`config.mk`:
```
export PLATFORM = sky130hd
export DESIGN_NAME = bcd_timer_ctrl
export DESIGN_NICKNAME = d
export VERILOG_FILES = /design/src/rtl/bcd_ctrl_pkg.sv /design/src/rtl/tick_prescaler.sv /design/src/rtl/bcd_timer_ctrl.sv
export SDC_FILE = /design/constraint.sdc
export NUM_CORES = 1
export LEC_CHECK = 0
export CAP_MARGIN = 5
export CORE_MARGIN = 4
export CORE_UTILIZATION = 36
export DETAILED_ROUTE_END_ITERATION = 6
export GPL_TIMING_DRIVEN = 1
export PLACE_DENSITY = 0.86
export SYNTH_ARGS = -nofsm -noshare
export SYNTH_HDL_FRONTEND = slang
export SYNTH_SLANG_ARGS = --single-unit
```
`constraint.sdc`:
```
create_clock -name CLK -period 1.75 [get_ports CLK]
set_input_delay 0.35 -clock CLK [delete_from_list [all_inputs] [get_ports CLK]]
set_output_delay 0.35 -clock CLK [all_outputs]
set_load 0.01 [all_outputs]
```
`src/rtl/bcd_ctrl_pkg.sv`:
```
// Shared state encoding and BCD digit limits for the BCD timer controller.
package bcd_ctrl_pkg;

  typedef logic [2:0] state_t;

  localparam state_t ST_IDLE  = 3'd0;
  localparam state_t ST_LOAD  = 3'd1;
  localparam state_t ST_RUN   = 3'd2;
  localparam state_t ST_PAUSE = 3'd3;
  localparam state_t ST_DONE  = 3'd4;

  localparam logic [3:0] BCD_MAX = 4'd9;
  localparam logic [3:0] BCD_MIN = 4'd0;

  function automatic logic [3:0] bcd_clamp(input logic [3:0] nib);
    return (nib > BCD_MAX) ? BCD_MAX : nib;
  endfunction

endpackage

```
`src/rtl/tick_prescaler.sv`:
```
// Count-tick prescaler: one registered tick every TICK_DIV cycles while running.
module tick_prescaler #(
  parameter int TICK_DIV = 3
) (
  input  logic CLK,
  input  logic RST,
  input  logic clr,
  input  logic run,
  input  logic hold,
  output logic tick
);

  localparam int CW = (TICK_DIV > 1) ? $clog2(TICK_DIV) : 1;
  localparam logic [CW-1:0] LAST = CW'(TICK_DIV - 1);

  logic [CW-1:0] cnt;
  logic [CW-1:0] cnt_nx;

  // hold marks the resume edge: the held value is reused rather than advanced
  always_comb begin
    cnt_nx = cnt;
    if (clr) begin
      cnt_nx = '0;
    end else if (run && !hold) begin
      cnt_nx = (cnt == LAST) ? '0 : cnt + 1'b1;
    end
  end

  always_ff @(posedge CLK) begin
    if (RST) begin
      cnt  <= '0;
      tick <= 1'b0;
    end else begin
      cnt  <= cnt_nx;
      tick <= run && (cnt_nx == LAST);
    end
  end

endmodule

```
`src/rtl/bcd_timer_ctrl.sv`:
```
// Sequencer for a bank of cascaded BCD digits: preset load, prescaled counting,
// lookahead digit enables and terminal-count stop.
//
// state | meaning
// IDLE  | loaded or reset, waiting for START
// LOAD  | one-cycle parallel load of the clamped preset
// RUN   | counting on each prescaler tick
// PAUSE | counting suspended, prescaler value held
// DONE  | terminal count reached, waiting for LOAD_REQ
module bcd_timer_ctrl
  import bcd_ctrl_pkg::*;
#(
  parameter int NDIG     = 4,
  parameter int TICK_DIV = 3
) (
  input  logic              CLK,
  input  logic              RST,
  input  logic              LOAD_REQ,
  input  logic              START,
  input  logic              STOP,
  input  logic              UP_MODE,
  input  logic [4*NDIG-1:0] PRESET,
  input  logic [4*NDIG-1:0] DIG_Q,
  output logic [NDIG-1:0]   DIG_ENABLE,
  output logic              DIG_LOAD,
  output logic              DIG_UP,
  output logic [4*NDIG-1:0] DIG_D,
  output logic              TICK,
  output logic              BUSY,
  output logic              DONE
);

  state_t state;
  state_t state_nx;

  logic [4*NDIG-1:0] preset_clamped;
  logic [NDIG-1:0]   at_roll;
  logic [NDIG-1:0]   lookahead;
  logic [3:0]        roll_val;
  logic              terminal;
  logic              start_run;
  logic              psc_clr;
  logic              psc_run;
  logic              psc_hold;

  assign roll_val = DIG_UP ? BCD_MAX : BCD_MIN;

  // A digit advances only when every lower digit is about to roll over,
  // so all changing digits move on the same edge.
  for (genvar i = 0; i < NDIG; i++) begin : g_dig
    assign preset_clamped[4*i +: 4] = bcd_clamp(PRESET[4*i +: 4]);
    assign at_roll[i] = (DIG_Q[4*i +: 4] == roll_val);
    if (i == 0) begin : g_lsd
      assign lookahead[i] = 1'b1;
    end else begin : g_upper
      assign lookahead[i] = &at_roll[i-1:0];
    end
  end

  // Terminal value (all 9 up, all 0 down) is exactly "every digit at rollover".
  assign terminal = &at_roll;

  always_comb begin
    state_nx = state;
    if (LOAD_REQ) begin
      state_nx = ST_LOAD;
    end else begin
      case (state)
        ST_IDLE:  if (START && !STOP) state_nx = ST_RUN;
        ST_LOAD:  state_nx = ST_IDLE;
        ST_RUN: begin
          if (terminal)  state_nx = ST_DONE;
          else if (STOP) state_nx = ST_PAUSE;
        end
        ST_PAUSE: if (START && !STOP) state_nx = ST_RUN;
        ST_DONE:  state_nx = ST_DONE;
        default:  state_nx = ST_IDLE;
      endcase
    end
  end

  assign start_run = (state == ST_IDLE) && (state_nx == ST_RUN);
  assign psc_clr   = (state_nx == ST_LOAD) || start_run;
  assign psc_run   = (state_nx == ST_RUN);
  assign psc_hold  = (state == ST_PAUSE);

  tick_prescaler #(
    .TICK_DIV (TICK_DIV)
  ) u_prescaler (
    .CLK  (CLK),
    .RST  (RST),
    .clr  (psc_clr),
    .run  (psc_run),
    .hold (psc_hold),
    .tick (TICK)
  );

  always_ff @(posedge CLK) begin
    if (RST) begin
      state  <= ST_IDLE;
      DIG_UP <= 1'b1;
      DIG_D  <= '0;
      DONE   <= 1'b0;
    end else begin
      state <= state_nx;
      DONE  <= (state_nx == ST_DONE);
      if (LOAD_REQ) DIG_D <= preset_clamped;
      if (start_run) DIG_UP <= UP_MODE;
    end
  end

  always_comb begin
    DIG_ENABLE = '0;
    if (state == ST_LOAD) begin
      DIG_ENABLE = '1;
    end else if ((state == ST_RUN) && TICK && !terminal) begin
      DIG_ENABLE = lookahead;
    end
  end

  assign DIG_LOAD = (state == ST_LOAD);
  assign BUSY     = (state == ST_RUN) || (state == ST_PAUSE);

endmodule

```
; ---- Yosys cells after proc, flatten, opt, wreduce, memory -nomap -nowiden
; Index checks and enable logic that the tools add are counted.
[totals]
register_bits = 24
in_bits = 38
out_inout_bits = 25
elab_cells = 55
[op_classes]
addsub = 1
magnitude_cmp = 4
eq_ne = 13
n_mux = 15
reduce_logical = 16
[ops]
columns = op, count
row1 = $mux W4, 7
row2 = $eq A4 B4 Y1, 4
row3 = $gt A4 B4 Y1 const B, 4
row4 = $mux W3, 4
row5 = $eq A3 B2 Y1 const B, 3
row6 = $pmux W3 S3, 1
row7 = $eq A3 B1 Y1 const B, 2
row8 = $eq A3 B3 Y1 const B, 2
row9 = $logic_and A1 B1 Y1, 6
row10 = $mux W2, 3
row11 = $eq A2 B2 Y1 const B, 2
row12 = $reduce_and A4 Y1, 1
row13 = $logic_not A1 Y1, 3
row14 = $logic_not A3 Y1, 1
row15 = $reduce_and A3 Y1, 1
row16 = $add A2 B1 Y2 const B, 1
row17 = $logic_or A1 B1 Y1, 2
row18 = $reduce_and A2 Y1, 1
row19 = $reduce_or A2 Y1, 1

; ---- Depth between registers and ports, before layout
; Gate-level depths: netlist of the first run.
[depth]
depth_word = 12
depth_mapped = 6
depth_no_buf = 5

; ---- Cells and area by module
; From an unflattened synthesis of the first run, not the netlist that was laid out.
[hier_totals]
cells_unflattened = 144
area_unflattened_um2 = 1260.0
[modules_own_cells]
columns = module, instances, cells_per_inst, area_each_um2, seq_area_each_um2
row1 = bcd_timer_ctrl, 1, 131, 1114.8, 420.4
row2 = tick_prescaler, 1, 13, 145.1, 60.1

; ---- Worst setup path after synthesis of the first run
; OpenSTA, ideal clock, no wires.
[synth_timing]
path_type = flip-flop to output port
startpoint = register DIG_UP
endpoint = output port DIG_ENABLE[1]
arrival_time_ns = 1.587
required_ns = 1.400
path_slack_ns = -0.187
path_stages_with_launch = 6
path_buffers = 1
path_cell_list = dfxtp_1 buf_6 or3_4 a211oi_4 nand4_1 a41o_1
[synth_via]
elab_chain_len = 7
elab_cells_between_ends = 10
classes_between = eq/ne: 4 / mux: 3 / reduce/logical: 3
[synth_lines]
columns = element, line_no
row1 = "start, declared", bcd_timer_ctrl.sv:26  ; output logic DIG_UP,
row2 = "start signal, assigned", bcd_timer_ctrl.sv:101  ; DIG_UP <= 1'b1;
row3 = "start signal, assigned", bcd_timer_ctrl.sv:108  ; if (start_run) DIG_UP <= UP_MODE;
row4 = $mux W4 *, bcd_timer_ctrl.sv:46  ; assign roll_val = DIG_UP ? BCD_MAX : BCD_MIN;
row5 = $eq A4 B4 Y1, bcd_timer_ctrl.sv:52  ; assign at_roll[i] = (DIG_Q[4*i +: 4] == roll_val);
row6 = $reduce_and A4 Y1, bcd_timer_ctrl.sv:61  ; assign terminal = &at_roll;
row7 = $logic_not A1 Y1, bcd_timer_ctrl.sv:116  ; end else if ((state == ST_RUN) && TICK && !terminal) begin
row8 = $logic_and A1 B1 Y1, bcd_timer_ctrl.sv:116
row9 = $mux W4 *, bcd_timer_ctrl.sv:116
row10 = $mux W4 *, bcd_timer_ctrl.sv:114  ; if (state == ST_LOAD) begin
row11 = "end, declared", bcd_timer_ctrl.sv:24  ; output logic [NDIG-1:0] DIG_ENABLE,
; Mark *: on every way between the ends. The rest lies on a longest branch, timed or not.

; ---- Worst setup path after layout of the first run
[layout_timing]
startpoint = register DIG_UP
endpoint = output port DIG_ENABLE[2]
; The elaborated chain is that of the path after synthesis.

==> metrics, run 1 <==
number of clock sinks 24; gr ovfl total 0; Period minus WS final 2.31 ns; routability congestion estimate 0.817; Post-synth ARST share 0; leakage power total 0.901 nW; number of flops mapped to enable cells by yosys 0; Die ar. 4530 um^2; placed insts 265; Final Total Pwr 1.31 mW; nature of the critical path startpoint flip-flop; Layout Skew 0.000856 ns; Tot GR Track Use 0.186; Worst Path Required 1.40 ns; number of CTS-inserted buffers 3; Layout Area Growth over Synthesis 79.9%; Syn Inst Count 142; actual slew at the worst max-slew pin 0.331 ns; crit-path max FO 8; final setup violation count 11; Period Utilization, post-route 1.32; CTS H-tree depth 1; Final Instance Count excl. Fillers 277; via/cell ratio 5.09; Longest Clk Path Bufs 2; Synth Register Bits 24; first-pass iteration count of the detailed router 4; share of layout cells above drive strength 1 0.286; CTS tree yes; status complete, but fails checks; antenna-violating nets left 0; Clock Latency Late Sink 0.32 ns; Row Count 21; hpwl dp 2830 um; drt initial violations 54; nets 270; hold-fix buffers at CTS 0; chip width 67.3 um; vias 1,409; Hold Path Class reg2reg; yosys warns 0; setup ws final -0.559 ns; RSZ-0062 raised after global routing true; sequential-to-total area share from yosys stat 0.379; Synth Cell Area 1270 um^2; max cap viols 0; Synth Area per Inst 8.93 um^2; Critical Path End Type output pin; initial antenna violation count 0; final design utilization 0.678; clock transition at the registers of the reported paths 0.14 ns; Die Height 67.3 um; Slew headroom 0.777; wire per inst 15.3 um; vias in the first global route 1,441; Crit Path Category reg2out; WL final 4230 um; drt drc 0; Fillers 277; first-pass GRT wire length 6370 um; FMAX 433 MHz; Synth cell types 36; Initial Utilization 0.377; final hold vios 0; CTS root buf clkbuf_4; Slew Viols, Final 0; VDD IR max 0.000322 V; failing checks negative setup slack; setup TNS -3.72 ns; Multi-input gate area 812 um^2; ant diodes 0; IO Count 63; Most used DFF post-synth dfxtp_1; core area 3360 um^2; FF+latch area 487 um^2; largest net degree at the start of global routing 22; Port Buffers 62; WP data arrival 1.96 ns; PwrDens 575 nW/um^2; Synthesized Nets 180
stage by stage:
step | hold WS [ns] | cell area, um^2 | setup WS, ns
2_1_floorplan | 0.419 | 1290 | -0.118
3_3_place_gp | 0.453 | 2110 | -0.942
3_5_place_dp | 0.463 | 2110 | -0.966
4_1_cts | 0.486 | 2240 | -0.525
5_1_grt | 0.500 | 2280 | -0.617
6_report | 0.484 | 2280 | -0.559
Yosys cell counts (2+ instances only):
cell type	count	area (um^2)
inv_1	6	22.5
a211oi_1	2	15.0
nor2b_1	3	18.8
a2111oi_2	3	45.0
mux2i_1	6	60.1
a311oi_1	4	35.0
nor2_1	13	48.8
nand3_1	6	30.0
nand2b_1	11	68.8
dfxtp_1	24	480
or3_1	2	12.5
a211oi_4	2	40.0
or3_4	2	22.5
nand4_1	2	12.5
nand2_1	5	18.8
o21ai_0	8	40.0
nand3b_1	10	75.1
a21oi_1	10	50.1
buf_1	2	7.51
clkbuf_1	5	18.8
power breakdown:
part           switching [mW]  total [mW]  internal, mW
combinational           0.132       0.316         0.185
sequential             0.0156       0.585         0.569
clock                   0.178       0.409         0.232
layout by cell type, fill, tap and decap left out, types with 2 or more instances in the layout:
cell and instances:
dlygate4sd2_1 10, nand2b_1 11, buf_4 29, nand3_1 4, a211oi_4 3, buf_2 3, a21oi_1 10, inv_1 6
a311oi_1 4, nand2_1 4, clkdlybuf4s50_1 47, o21ai_2 2, dfxtp_1 21, nor2_1 12, buf_6 4, o21ai_0 6
a2111oi_4 2, mux2i_1 6, nor2b_1 2, or3_4 4, nand4_1 2, dfxtp_2 2, nand3b_1 10, clkbuf_4 3
layout make-up:
class	instances	share of cell area
Multi-Input combinational cell	103	0.356
Clock inverter	1	0.0132
Clock buffer	3	0.00988
Timing Repair Buffer	94	0.372
Tap cell	46	0.0252
Inverter	6	0.00988
Sequential cell	24	0.214
metal layers:
| layer | track usage | part of all wire | vias to the layer above |
|---|---|---|---|
| met3 | 0.0150 | 0.041 | 10 |
| li1 | - | - | 694 |
| met2 | 0.348 | 0.54 | 36 |
| met1 | 0.198 | 0.38 | 669 |
| met4 | 0.116 | 0.035 | 0 |
| met5 | 0 | 0 | - |
kinds of logic after synthesis:
family                 synth area share
multiplexers                     0.0474
buffers and inverters            0.0513
AO/OA/AOI/OAI                     0.234
AND/OR/NAND/NOR                   0.288
flip-flops                        0.379
sequential cells by signal (all words and copies together) (netlist names):
register and flops:
DIG_D 16, state 3, u_prescaler.cnt 2, DIG_UP 1, DONE 1, u_prescaler.tick 1
worst paths after layout:
check	slack [ns]	cells past startpoint	startpoint	end
worst max register to register	-0.32	8	DIG_UP	state[0]
worst min-delay path	0.48	2	DIG_D[6]	DIG_D[6]
worst max-delay path	-0.56	7	DIG_UP	DIG_ENABLE[2]
worst min register to register	0.48	2	DIG_D[6]	DIG_D[6]
worst max-delay path, cell delays in order, from the launching register on:
cell	delay, ns
dfxtp_4	0.39
or3_4	0.34
a211oi_2	0.24
nand4_1	0.17
buf_4	0.18
nand3_4	0.10
o21ai_2	0.06
buf_2	0.14
timing repair:
| item | in CTS | in global routing |
|---|---|---|
| pin swaps | 16 | 4 |
| resized for setup | 40 | 6 |
| setup endpoints to repair | 14 | 12 |
| setup buffers | 7 | 1 |
Note: power is estimated with default switching activity, not from simulation.
==> run 2: changes to the inputs <==
--- a/config.mk
+++ b/config.mk
@@ -6,10 +6,11 @@
 export NUM_CORES = 1
 export LEC_CHECK = 0
 export CAP_MARGIN = 5
-export CORE_MARGIN = 4
+export CORE_MARGIN = 10
 export CORE_UTILIZATION = 36
 export DETAILED_ROUTE_END_ITERATION = 6
 export GPL_TIMING_DRIVEN = 1
+export MAX_ROUTING_LAYER = met4
 export PLACE_DENSITY = 0.86
 export SYNTH_ARGS = -nofsm -noshare
 export SYNTH_HDL_FRONTEND = slang
==> run 2 against run 1 <==
- the flow still finishes with violations (negative setup slack)
- fmax rose by 0.59%
- combinational power barely moved
- sequential share of layout area fell by 0.19 points
- count of clock-buffer cells in the layout did not move
- power fell by 1.0%
- non-clock buffer count rose by 1
==> metrics, run 2 (synthesis results as in run 1) <==
Die ar. 6290 um^2 (+39%); gr ovfl total 0 (unchanged); reg-to-reg setup timing slack -0.31 ns (about the same); routability congestion estimate 0.841 (+3.0%); combinational fraction of design power 0.243 (+0.002); core area 3360 um^2 (unchanged); hold-fix buffers at CTS 0 (unchanged); max reg flops 16 (unchanged); first-pass GRT wire length 6460 um (+1.4%); vias in the first global route 1,367 (-5.1%); PwrDens 564 nW/um^2 (-1.9%); CP Capture Point DIG_ENABLE[1]; Flop pwr share 0.451 (+0.005); CTS root buf clkbuf_4; crit path launch DIG_UP; FF-to-FF Start DIG_UP; final setup violation count 11 (unchanged); Slew headroom 0.712 (-0.0654); Period minus WS final 2.30 ns (-0.0135 ns); number of CTS-inserted buffers 3 (unchanged); share of layout cells above drive strength 1 0.289 (+0.00308); Top Registers DIG_D x16, state x3, u_prescaler.cnt x2; Layout Area Growth over Synthesis 81.4%; CTS tree yes; largest net degree at the start of global routing 31 (+41%); FF+latch area 487 um^2 (unchanged); Net Switching 0.311 mW (-4.1%); post-route cell area 2300 um^2 (+0.88%); Reg2Reg Depth 7 (-1); setup ws final -0.546 ns (+0.0135 ns); crit-path max FO 8 (unchanged); Slew Viols, Final 0 (unchanged); slowest CP cell dfxtp_4; Top Metal Used met4; RSZ-0062 raised after global routing true; Longest Clk Path Bufs 2 (unchanged); Tot GR Track Use 0.129 (-0.0569); number of clock sinks 24 (unchanged); antenna-violating nets left 0 (unchanged); r2r endpoint u_prescaler.cnt[1]; Crit Path Category reg2out; nature of the critical path startpoint flip-flop; placed insts 264 (-0.38%); Port Buffers 62 (unchanged); drt drc 0 (unchanged); vias 1,384 (-1.8%); Die Height 79.3 um (+18%); Switching Share 0.240 (-0.00770); met2 wire length 2180 um (-4.4%); clock transition at the registers of the reported paths 0.13 ns (about the same); via/cell ratio 4.98 (-2.1%); Final Total Pwr 1.30 mW (-1.0%); first-pass iteration count of the detailed router 4 (unchanged); hpwl dp 3060 um (+8.1%); Fillers 273 (-1.4%); Post-Place Cell Area 2100 um^2 (-0.36%); final hold vios 0 (unchanged); FMAX 436 MHz (+0.59%); Largest Register DIG_D; wire per inst 14.8 um (-3.1%); Worst Path Required 1.40 ns (about the same); Critical Path End Type output pin; Hold Path Class reg2reg; leakage power total 0.909 nW (+0.84%); WL met3 150 um (-13%); WL met1 1730 um (+6.3%); clock network power share 0.306 (-0.006); CP cell instances or3_4 > a211oi_4 > nand4_1 > buf_4 > a41o_1 > buf_2; most frequent cells in the layout 47 x clkdlybuf4s50_1, 28 x buf_4, 21 x dfxtp_1, 12 x nor2_1, 11 x nand2b_1; Max stage delay on crit path 0.39 ns (about the same); CTS H-tree depth 1 (unchanged); WL final 4120 um (-2.7%); Initial Utilization 0.377 (unchanged); Row Count 21 (unchanged); Final Instance Count excl. Fillers 278 (+0.36%); status complete, but fails checks; Layout Skew 0.00209 ns (+0.00123 ns); drt initial violations 24 (-56%); ant diodes 0 (unchanged); Pint 0.986 mW (about the same); Period Utilization, post-route 1.31 (-0.00774); WP data arrival 1.95 ns (about the same); failing checks negative setup slack; nets 271 (+0.37%); Multi-input gate area 823 um^2 (+1.4%); initial antenna violation count 0 (unchanged); VDD IR max 0.000428 V (+33%); IO Count 63 (unchanged); Clock Latency Late Sink 0.31 ns (about the same); max cap viols 0 (unchanged); most common cell after layout, fill and taps aside clkdlybuf4s50_1; chip width 79.3 um (+18%); actual slew at the worst max-slew pin 0.428 ns (+0.0971 ns)
[run 2: cell types whose count changed in the layout (fill, tap and decap cells not counted), sizes merged]
cell and delta:
buf +1
[run 2: power by group through the flow]
stage	combinational (mW)	sequential (mW)	clock (mW)
2_1_floorplan	0.104	0.605	0
6_report	0.315	0.585	0.397
4_1_cts	0.309	0.585	0.405
3_3_place_gp	0.304	0.596	0
5_1_grt	0.339	0.589	0.432
3_5_place_dp	0.308	0.598	0
[run 2: repair_timing]
action	4_1_cts	5_1_grt
gates cloned	0	0
pin swaps	15	10
endpoints found under the setup margin	14	13
setup buffers	7	4
gates resized for setup	40	7
[run 2: how the worst min path moves through the flow]
stage,from,to,slack [ns],cells past startpoint
after CTS,DIG_D[1],DIG_D[1],0.48,2
after global routing,DIG_D[6],DIG_D[6],0.50,2
final,DIG_D[1],DIG_D[1],0.48,2
after detailed placement,DIG_D[1],DIG_D[1],0.46,2
after floorplan,RST,state[2],0.42,1
after global placement,DIG_D[6],DIG_D[6],0.45,2
[run 2: worst max-delay path: cells and delay by family (launching register included)]
family,cells,cell delay (ns)
simple gates,2,0.53
buf+inv,2,0.31
compound gates,2,0.39
flops,1,0.39
[run 2: cell type report]
class                      count  area share
clock inverter                 1      0.0131
clock buffer                   3     0.00979
tap                           46      0.0250
sequential                    24       0.212
inverter                       6     0.00979
multi-input combinational    103       0.358
timing repair buffer          95       0.373
[run 2: routing by layer]
metal | vias to the layer above | global-route usage
li1 | 696 | -
met1 | 648 | 0.143
met2 | 35 | 0.223
met3 | 5 | 0.0248
met4 | 0 | 0.0484
met5 | - | -
[run 2: through the flow]
step	hold slack, ns	setup slack (ns)	TNS, ns	utilization
2_1_floorplan	0.419	-0.118	-0.528	-
3_3_place_gp	0.453	-0.951	-7.75	0.625
3_5_place_dp	0.457	-0.993	-8.00	0.625
4_1_cts	0.477	-0.560	-3.79	0.669
5_1_grt	0.500	-0.654	-4.71	0.684
6_report	0.476	-0.546	-3.71	0.684
